==> src/rtl/mem_arbiter_pkg.sv <==
// Shared types and constants for the instruction/data cache memory arbiter.
// Source IDs tag each outstanding read so its response returns to the right cache.
// The grant helper encodes the round-robin tie-break in one place.
package mem_arbiter_pkg;

  localparam int ADDR_W_DEF  = 32;
  localparam int DATA_W_DEF  = 128;
  localparam int MAX_OUT_DEF = 4;

  // Source IDs stored in the response-routing FIFO
  localparam logic SRC_ICACHE = 1'b0;
  localparam logic SRC_DCACHE = 1'b1;

  typedef enum logic [1:0] {
    WIN_NONE = 2'd0,
    WIN_IC   = 2'd1,
    WIN_DC   = 2'd2
  } winner_e;

  // A lone eligible requester wins; on a tie the one not granted last time wins.
  function automatic winner_e pick_winner(input logic ic_elig,
                                          input logic dc_elig,
                                          input logic last_grant);
    winner_e w;
    w = WIN_NONE;
    if (ic_elig && dc_elig) begin
      if (last_grant == SRC_DCACHE) w = WIN_IC;
      else                          w = WIN_DC;
    end else if (ic_elig) begin
      w = WIN_IC;
    end else if (dc_elig) begin
      w = WIN_DC;
    end
    return w;
  endfunction

endpackage

==> src/rtl/mem_arbiter_if.sv <==
// Bundles the icache, dcache and memory-side signals of the arbiter.
// slave: the arbiter's view; master: the environment (caches + memory).
// Pure wiring, no timing of its own.
interface mem_arbiter_if #(
  parameter int ADDR_W  = 32,
  parameter int DATA_W  = 128,
  parameter int MAX_OUT = 4
) ();
  localparam int OUT_W = $clog2(MAX_OUT) + 1;

  logic              ic_req_valid;
  logic [ADDR_W-1:0] ic_req_addr;
  logic              ic_req_ready;
  logic              ic_resp_valid;
  logic [DATA_W-1:0] ic_resp_data;

  logic              dc_req_valid;
  logic              dc_req_rw;
  logic [ADDR_W-1:0] dc_req_addr;
  logic [DATA_W-1:0] dc_req_data;
  logic              dc_req_ready;
  logic              dc_resp_valid;
  logic [DATA_W-1:0] dc_resp_data;

  logic              mem_req_valid;
  logic              mem_req_rw;
  logic [ADDR_W-1:0] mem_req_addr;
  logic [DATA_W-1:0] mem_req_data;
  logic              mem_req_ready;
  logic              mem_resp_valid;
  logic [DATA_W-1:0] mem_resp_data;

  logic [OUT_W-1:0]  outstanding;
  logic              spurious_err;

  modport slave (
    input  ic_req_valid, ic_req_addr,
    output ic_req_ready, ic_resp_valid, ic_resp_data,
    input  dc_req_valid, dc_req_rw, dc_req_addr, dc_req_data,
    output dc_req_ready, dc_resp_valid, dc_resp_data,
    output mem_req_valid, mem_req_rw, mem_req_addr, mem_req_data,
    input  mem_req_ready, mem_resp_valid, mem_resp_data,
    output outstanding, spurious_err
  );

  modport master (
    output ic_req_valid, ic_req_addr,
    input  ic_req_ready, ic_resp_valid, ic_resp_data,
    output dc_req_valid, dc_req_rw, dc_req_addr, dc_req_data,
    input  dc_req_ready, dc_resp_valid, dc_resp_data,
    input  mem_req_valid, mem_req_rw, mem_req_addr, mem_req_data,
    output mem_req_ready, mem_resp_valid, mem_resp_data,
    input  outstanding, spurious_err
  );
endinterface

==> src/rtl/mem_arbiter_src_id_fifo.sv <==
// Width-1 synchronous FIFO holding the source ID of each in-flight read.
// dout shows the head combinationally; push/pop take effect at the next edge.
// Push while full and pop while empty are ignored; the caller gates on full/empty.
module src_id_fifo #(
  parameter int DEPTH = 4
) (
  input  logic                     clk,
  input  logic                     reset,
  input  logic                     push,
  input  logic                     din,
  input  logic                     pop,
  output logic                     dout,
  output logic                     full,
  output logic                     empty,
  output logic [$clog2(DEPTH):0]   count
);
  localparam int PW = $clog2(DEPTH);
  localparam int CW = PW + 1;

  logic [DEPTH-1:0] mem_q, mem_d;
  logic [PW-1:0]    wr_ptr_q, wr_ptr_d;
  logic [PW-1:0]    rd_ptr_q, rd_ptr_d;
  logic [CW-1:0]    count_q, count_d;
  logic             do_push, do_pop;

  assign full  = (count_q == CW'(DEPTH));
  assign empty = (count_q == '0);
  assign dout  = mem_q[rd_ptr_q];
  assign count = count_q;

  // Next-state: pointers wrap naturally because DEPTH is a power of two
  always_comb begin
    do_push  = push && !full;
    do_pop   = pop && !empty;
    mem_d    = mem_q;
    if (do_push) mem_d[wr_ptr_q] = din;
    wr_ptr_d = wr_ptr_q + PW'(do_push);
    rd_ptr_d = rd_ptr_q + PW'(do_pop);
    count_d  = count_q + CW'(do_push) - CW'(do_pop);
  end

  // State registers with synchronous reset
  always_ff @(posedge clk) begin
    if (reset) begin
      mem_q    <= '0;
      wr_ptr_q <= '0;
      rd_ptr_q <= '0;
      count_q  <= '0;
    end else begin
      mem_q    <= mem_d;
      wr_ptr_q <= wr_ptr_d;
      rd_ptr_q <= rd_ptr_d;
      count_q  <= count_d;
    end
  end

endmodule

==> src/rtl/mem_arbiter.sv <==
// Round-robin arbiter sharing one memory port between icache and dcache.
// Grant and response routing are combinational: zero added latency either way.
// Reads stall while MAX_OUT are in flight; posted writes are never blocked by that.
module mem_arbiter
  import mem_arbiter_pkg::*;
#(
  parameter int ADDR_W  = ADDR_W_DEF,
  parameter int DATA_W  = DATA_W_DEF,
  parameter int MAX_OUT = MAX_OUT_DEF
) (
  input logic          clk,
  input logic          reset,
  mem_arbiter_if.slave bus
);
  localparam int OUT_W = $clog2(MAX_OUT) + 1;

  logic             fifo_full, fifo_empty, fifo_dout;
  logic             fifo_push, fifo_pop, fifo_din;
  logic [OUT_W-1:0] fifo_count;
  logic             last_grant_q, last_grant_d;
  logic             spurious_q, spurious_d;
  logic             ic_elig, dc_elig, accept;
  winner_e          winner;

  // Eligibility uses the pre-pop fill level, so a read waits a cycle after a full-cycle pop
  always_comb begin
    ic_elig = bus.ic_req_valid && !fifo_full && !reset;
    dc_elig = bus.dc_req_valid && (bus.dc_req_rw || !fifo_full) && !reset;
    winner  = pick_winner(ic_elig, dc_elig, last_grant_q);
  end

  // Forward the winner's request to memory and return ready only to the winner
  always_comb begin
    bus.mem_req_valid = 1'b0;
    bus.mem_req_rw    = 1'b0;
    bus.mem_req_addr  = '0;
    bus.mem_req_data  = '0;
    bus.ic_req_ready  = 1'b0;
    bus.dc_req_ready  = 1'b0;
    case (winner)
      WIN_IC: begin
        bus.mem_req_valid = 1'b1;
        bus.mem_req_addr  = bus.ic_req_addr;
        bus.ic_req_ready  = bus.mem_req_ready;
      end
      WIN_DC: begin
        bus.mem_req_valid = 1'b1;
        bus.mem_req_rw    = bus.dc_req_rw;
        bus.mem_req_addr  = bus.dc_req_addr;
        bus.mem_req_data  = bus.dc_req_data;
        bus.dc_req_ready  = bus.mem_req_ready;
      end
      default: ;
    endcase
    accept    = bus.mem_req_valid && bus.mem_req_ready;
    fifo_push = accept && !bus.mem_req_rw;
    fifo_din  = (winner == WIN_DC) ? SRC_DCACHE : SRC_ICACHE;
  end

  // Route each memory response to the cache recorded at the FIFO head
  always_comb begin
    fifo_pop          = bus.mem_resp_valid && !fifo_empty && !reset;
    bus.ic_resp_valid = fifo_pop && (fifo_dout == SRC_ICACHE);
    bus.dc_resp_valid = fifo_pop && (fifo_dout == SRC_DCACHE);
    bus.ic_resp_data  = bus.ic_resp_valid ? bus.mem_resp_data : '0;
    bus.dc_resp_data  = bus.dc_resp_valid ? bus.mem_resp_data : '0;
  end

  // Round-robin pointer moves only on acceptance; spurious flag is sticky
  always_comb begin
    last_grant_d = last_grant_q;
    if (accept) last_grant_d = (winner == WIN_DC) ? SRC_DCACHE : SRC_ICACHE;
    spurious_d = spurious_q || (bus.mem_resp_valid && fifo_empty);
  end

  // Arbiter state registers with synchronous reset
  always_ff @(posedge clk) begin
    if (reset) begin
      last_grant_q <= SRC_ICACHE;
      spurious_q   <= 1'b0;
    end else begin
      last_grant_q <= last_grant_d;
      spurious_q   <= spurious_d;
    end
  end

  assign bus.outstanding  = fifo_count;
  assign bus.spurious_err = spurious_q;

  src_id_fifo #(
    .DEPTH (MAX_OUT)
  ) u_src_id_fifo (
    .clk   (clk),
    .reset (reset),
    .push  (fifo_push),
    .din   (fifo_din),
    .pop   (fifo_pop),
    .dout  (fifo_dout),
    .full  (fifo_full),
    .empty (fifo_empty),
    .count (fifo_count)
  );

endmodule
==> src/flat_wrapper.sv <==
// flat-port wrapper written by rule: the top's interface ports become plain ports
module mem_arbiter_flat import mem_arbiter_pkg::*;
#(
  parameter int ADDR_W  = ADDR_W_DEF,
  parameter int DATA_W  = DATA_W_DEF,
  parameter int MAX_OUT = MAX_OUT_DEF
)
  (clk, reset, bus_ic_req_valid, bus_ic_req_addr, bus_ic_req_ready, bus_ic_resp_valid, bus_ic_resp_data, bus_dc_req_valid, bus_dc_req_rw, bus_dc_req_addr, bus_dc_req_data, bus_dc_req_ready, bus_dc_resp_valid, bus_dc_resp_data, bus_mem_req_valid, bus_mem_req_rw, bus_mem_req_addr, bus_mem_req_data, bus_mem_req_ready, bus_mem_resp_valid, bus_mem_resp_data, bus_outstanding, bus_spurious_err);
  mem_arbiter_if #(.ADDR_W(ADDR_W), .DATA_W(DATA_W), .MAX_OUT(MAX_OUT)) bus_i ();
  input logic clk;
  input logic reset;
  input wire logic [$bits(bus_i.ic_req_valid)-1:0] bus_ic_req_valid;
  input wire logic [$bits(bus_i.ic_req_addr)-1:0] bus_ic_req_addr;
  output wire logic [$bits(bus_i.ic_req_ready)-1:0] bus_ic_req_ready;
  output wire logic [$bits(bus_i.ic_resp_valid)-1:0] bus_ic_resp_valid;
  output wire logic [$bits(bus_i.ic_resp_data)-1:0] bus_ic_resp_data;
  input wire logic [$bits(bus_i.dc_req_valid)-1:0] bus_dc_req_valid;
  input wire logic [$bits(bus_i.dc_req_rw)-1:0] bus_dc_req_rw;
  input wire logic [$bits(bus_i.dc_req_addr)-1:0] bus_dc_req_addr;
  input wire logic [$bits(bus_i.dc_req_data)-1:0] bus_dc_req_data;
  output wire logic [$bits(bus_i.dc_req_ready)-1:0] bus_dc_req_ready;
  output wire logic [$bits(bus_i.dc_resp_valid)-1:0] bus_dc_resp_valid;
  output wire logic [$bits(bus_i.dc_resp_data)-1:0] bus_dc_resp_data;
  output wire logic [$bits(bus_i.mem_req_valid)-1:0] bus_mem_req_valid;
  output wire logic [$bits(bus_i.mem_req_rw)-1:0] bus_mem_req_rw;
  output wire logic [$bits(bus_i.mem_req_addr)-1:0] bus_mem_req_addr;
  output wire logic [$bits(bus_i.mem_req_data)-1:0] bus_mem_req_data;
  input wire logic [$bits(bus_i.mem_req_ready)-1:0] bus_mem_req_ready;
  input wire logic [$bits(bus_i.mem_resp_valid)-1:0] bus_mem_resp_valid;
  input wire logic [$bits(bus_i.mem_resp_data)-1:0] bus_mem_resp_data;
  output wire logic [$bits(bus_i.outstanding)-1:0] bus_outstanding;
  output wire logic [$bits(bus_i.spurious_err)-1:0] bus_spurious_err;
  assign bus_i.ic_req_valid = bus_ic_req_valid;
  assign bus_i.ic_req_addr = bus_ic_req_addr;
  assign bus_ic_req_ready = bus_i.ic_req_ready;
  assign bus_ic_resp_valid = bus_i.ic_resp_valid;
  assign bus_ic_resp_data = bus_i.ic_resp_data;
  assign bus_i.dc_req_valid = bus_dc_req_valid;
  assign bus_i.dc_req_rw = bus_dc_req_rw;
  assign bus_i.dc_req_addr = bus_dc_req_addr;
  assign bus_i.dc_req_data = bus_dc_req_data;
  assign bus_dc_req_ready = bus_i.dc_req_ready;
  assign bus_dc_resp_valid = bus_i.dc_resp_valid;
  assign bus_dc_resp_data = bus_i.dc_resp_data;
  assign bus_mem_req_valid = bus_i.mem_req_valid;
  assign bus_mem_req_rw = bus_i.mem_req_rw;
  assign bus_mem_req_addr = bus_i.mem_req_addr;
  assign bus_mem_req_data = bus_i.mem_req_data;
  assign bus_i.mem_req_ready = bus_mem_req_ready;
  assign bus_i.mem_resp_valid = bus_mem_resp_valid;
  assign bus_i.mem_resp_data = bus_mem_resp_data;
  assign bus_outstanding = bus_i.outstanding;
  assign bus_spurious_err = bus_i.spurious_err;
  mem_arbiter #(.ADDR_W(ADDR_W), .DATA_W(DATA_W), .MAX_OUT(MAX_OUT)) u_core (.clk(clk), .reset(reset), .bus(bus_i));
endmodule
==> config.mk <==
export PLATFORM = sky130hd
export DESIGN_NAME = mem_arbiter_flat
export DESIGN_NICKNAME = d
export VERILOG_FILES = /design/src/rtl/mem_arbiter_pkg.sv /design/src/rtl/mem_arbiter_if.sv /design/src/rtl/mem_arbiter_src_id_fifo.sv /design/src/rtl/mem_arbiter.sv /design/src/flat_wrapper.sv
export SDC_FILE = /design/constraint.sdc
export NUM_CORES = 1
export LEC_CHECK = 0
export ABC_CLOCK_PERIOD_IN_PS = 3800
export CORE_AREA = 5 5 288 290
export DETAILED_ROUTE_END_ITERATION = 6
export DIE_AREA = 0 0 293 295
export PLACE_DENSITY = 0.4
export SYNTH_ARGS = -nofsm -noshare
export SYNTH_HDL_FRONTEND = slang
export SYNTH_SLANG_ARGS = --single-unit
==> constraint.sdc <==
create_clock -name clk -period 3.8 [get_ports clk]
set_input_delay 0.38 -clock clk [delete_from_list [all_inputs] [get_ports clk]]
set_output_delay 0.38 -clock clk [all_outputs]
set_load 0.02 [all_outputs]
==> key figures <==
Status
  – Outcome: finished, final reports clean

STA
  – Final worst path period share: 93.3%
  – Worst slew pin tran: 0.983 ns
  – Slew Limit Fails: 0
  – Finish-stage setup viols: 0
  – RSZ-0062 raised after global routing: false
  – TNS Setup: 0 ns
  – Tmin final: 3.55 ns
  – Max Fclk: 0.282 GHz
  – Hold WS: 0.475 ns
  – Slew Limit Headroom: 33.1%
  – Hold Vio Cnt, Final: 0
  – Skew final: 0.00182 ns

Yosys
  – Syn avg cell area: 6.55 um^2
  – Post-synth EDFFs: 0
  – Sequential area share after synthesis: 6.45%
  – Synth cell types: 32
  – Synth top area share: 39.7%
  – Synth top cells by count: and3_1, and2_1, clkbuf_1
  – Synth Instances: 616
  – Ys flop type: dfxtp_1
  – Top cells by area, synth: and3_1, and2_1, dfxtp_1, a22oi_1, buf_6
  – Synth Net Count: 948
  – Ys async rst share: 0%
  – Post-Syn Area: 4040 um^2
  – Yosys Warn Count: 0
  – Area leader, netlist: and3_1
  – Top-count cell post-synth: and3_1
  – #FFs+latches synth: 13

Placement
  – DP HPWL: 35,400 um
  – Placed Area: 12,600 um^2
  – Port bufs: 752
  – GP Congestion: 0.877

Floorplan
  – Ports: 753
  – Row count: 104
  – Die ar.: 86,400 um^2
  – Effective utilization at floorplan: 5.05%
  – Die X: 293 um
  – Die H: 295 um
  – CORE AREA: 80,000 um^2

Finish
  – Ratio of cells with drive above 1 in the final layout: 3.14%
  – Area growth syn-to-layout: 216%
  – Final Net Count: 1,640
  – Final Util: 15.9%
  – Design area: 12,700 um^2

Routing
  – Vias per cell: 3.07
  – DR DRC count: 0
  – WL/cell: 17.1 um
  – Initial DRC Count: 335
  – Total number of vias: 7,284
  – Post-DRT Antenna Nets: 0
  – DR pass1 iterations: 4
  – Routed WL: 40,500 um

Clock network
  – H-tree levels: 1
  – Hold_buf cts: 0
  – CTS buffer count: 3
  – Worst-Skew Late Latency: 0.24 ns
  – Clk root buf: clkbuf_16
  – Post-CTS sizing: 0
  – # clock sinks: 13
  – Postcts setup bufs: 0
  – Clock slew at reported path FFs: 0.04 ns
  – Worst-case clock buffer depth: 2
  – CTS tree: done

Worst setup path
  – RR Startpoint: u_core.u_src_id_fifo.count[1]
  – Crit start category: register
  – Crit Path Category: register to output port
  – Crit path DAT: 3.17 ns
  – Req. time, crit path: 3.42 ns
  – Worst reg2reg endpoint: u_core.u_src_id_fifo.count[2]
  – Worst r2r path cells: 13
  – Worst Path Max Fanout: 33
  – Reg2reg setup slack: 0.53 ns
  – Setup crit end kind: output port

Global route
  – Total GRT Usage: 8.30%
  – Initial antenna violation count: 9
  – Vias in the first global route: 7,572
  – Congestion Overflow GR: 0
  – First-pass GRT wire length: 54,600 um
  – Largest net degree at the start of global routing: 124

Power and ir drop
  – Power Total: 2240 uW
  – Static leakage: 0.00526 uW
  – Worst vdd ir: 0.167 mV
  – Cell area power density: 175 nW/um^2

Run
  – Max cap viols: 0

Hold path
  – Hold depth: 2
  – Hold Path End: u_core.u_src_id_fifo.mem_q[0]
  – Hold Crit Start: u_core.u_src_id_fifo.mem_q[0]
  – Min-delay worst type: register to register
registers in the layout, indices dropped and copies added, names as in the netlist:
name	flops
u_core.u_src_id_fifo.mem_q	4
u_core.last_grant_q	1
u_core.u_src_id_fifo.count	3
u_core.u_src_id_fifo.rd_ptr_q	2
u_core.u_src_id_fifo.wr_ptr_q	2
u_core.bus.spurious_err	1
worst max-delay path, cell delays in order (launching register included):
cell and delay [ns]:
dfxtp_1 0.37, or3b_2 0.59, mux2i_1 0.18, or3b_1 0.37
ha_1 0.20, buf_4 0.25, a22oi_1 0.32, nor2_1 0.07
clkdlybuf4s50_1 0.57
cells by family (layout without fill, tap and decap cells):
family,count (synthesis),in the layout,share of synthesized area [%]
other,0,5,0
and+or+nand+nor,456,456,68.1
xor gates and xnor gates,4,4,0.868
buffers and inverters,91,782,13.7
AOI/OAI and AO/OA,38,38,6.85
muxes,9,9,2.26
adders and majority gates,5,5,1.74
DFF,13,13,6.45
cell type report:
cell class,instances,area [um^2]
inverter,6,27.5
antenna,5,12.5
timing repair buffer,772,7780
multi-input combinational,512,3260
tap,1060,1330
sequential,13,260
clock buffer,4,78.8
fill,9088,67300
stage by stage:
step                cells  setup WS, ns
global route         2372        0.0440
CTS                  2367        0.0952
detailed placement   2363         0.350
floorplan             616         0.494
global placement     2363         0.371
finish               2372         0.255
layer usage:
metal  vias up  track usage [%]  share of wire [%]  routed length, um
li1       3514                -                  -                  -
met2       422             15.7                 52              21000
met1      3322             9.25                 37              14900
met5         -                0                  0                  0
met4         0             1.77                2.0                803
met3        26             2.38                9.3               3780
how the worst max path moves through the flow:
stage | start | to | slack (ns) | depth (start not counted)
after global placement | u_core.u_src_id_fifo.count[1] | bus_mem_req_addr[30] | 0.37 | 8
final | u_core.u_src_id_fifo.count[1] | bus_mem_req_addr[30] | 0.25 | 8
after detailed placement | u_core.u_src_id_fifo.count[1] | bus_mem_req_addr[30] | 0.35 | 8
after global routing | u_core.u_src_id_fifo.count[1] | bus_mem_req_addr[26] | 0.04 | 8
after CTS | u_core.u_src_id_fifo.count[1] | bus_mem_req_addr[30] | 0.1 | 8
after floorplan | u_core.u_src_id_fifo.count[2] | u_core.u_src_id_fifo.count[2] | 0.49 | 14
power by group:
part / total [uW] / switching (uW) / internal, uW
logic: 1860 / 912 / 952
clock network: 194 / 53.0 / 141
registers: 179 / 23.6 / 156
total: 2240 / 989 / 1250
cell usage in the layout (no fill, tap or decap), types with 4 or more instances in the layout:
cell type	count
and2_1	130
dfxtp_1	13
nand4_1	4
a21oi_1	4
and3_1	256
nand2b_1	7
mux2i_1	7
buf_4	21
buf_12	9
clkdlybuf4s50_1	740
diode_2	5
nand2_1	5
inv_1	4
a22oi_1	32
nor2_1	40
nor2b_1	5
Power figures use the tool's default switching activity.
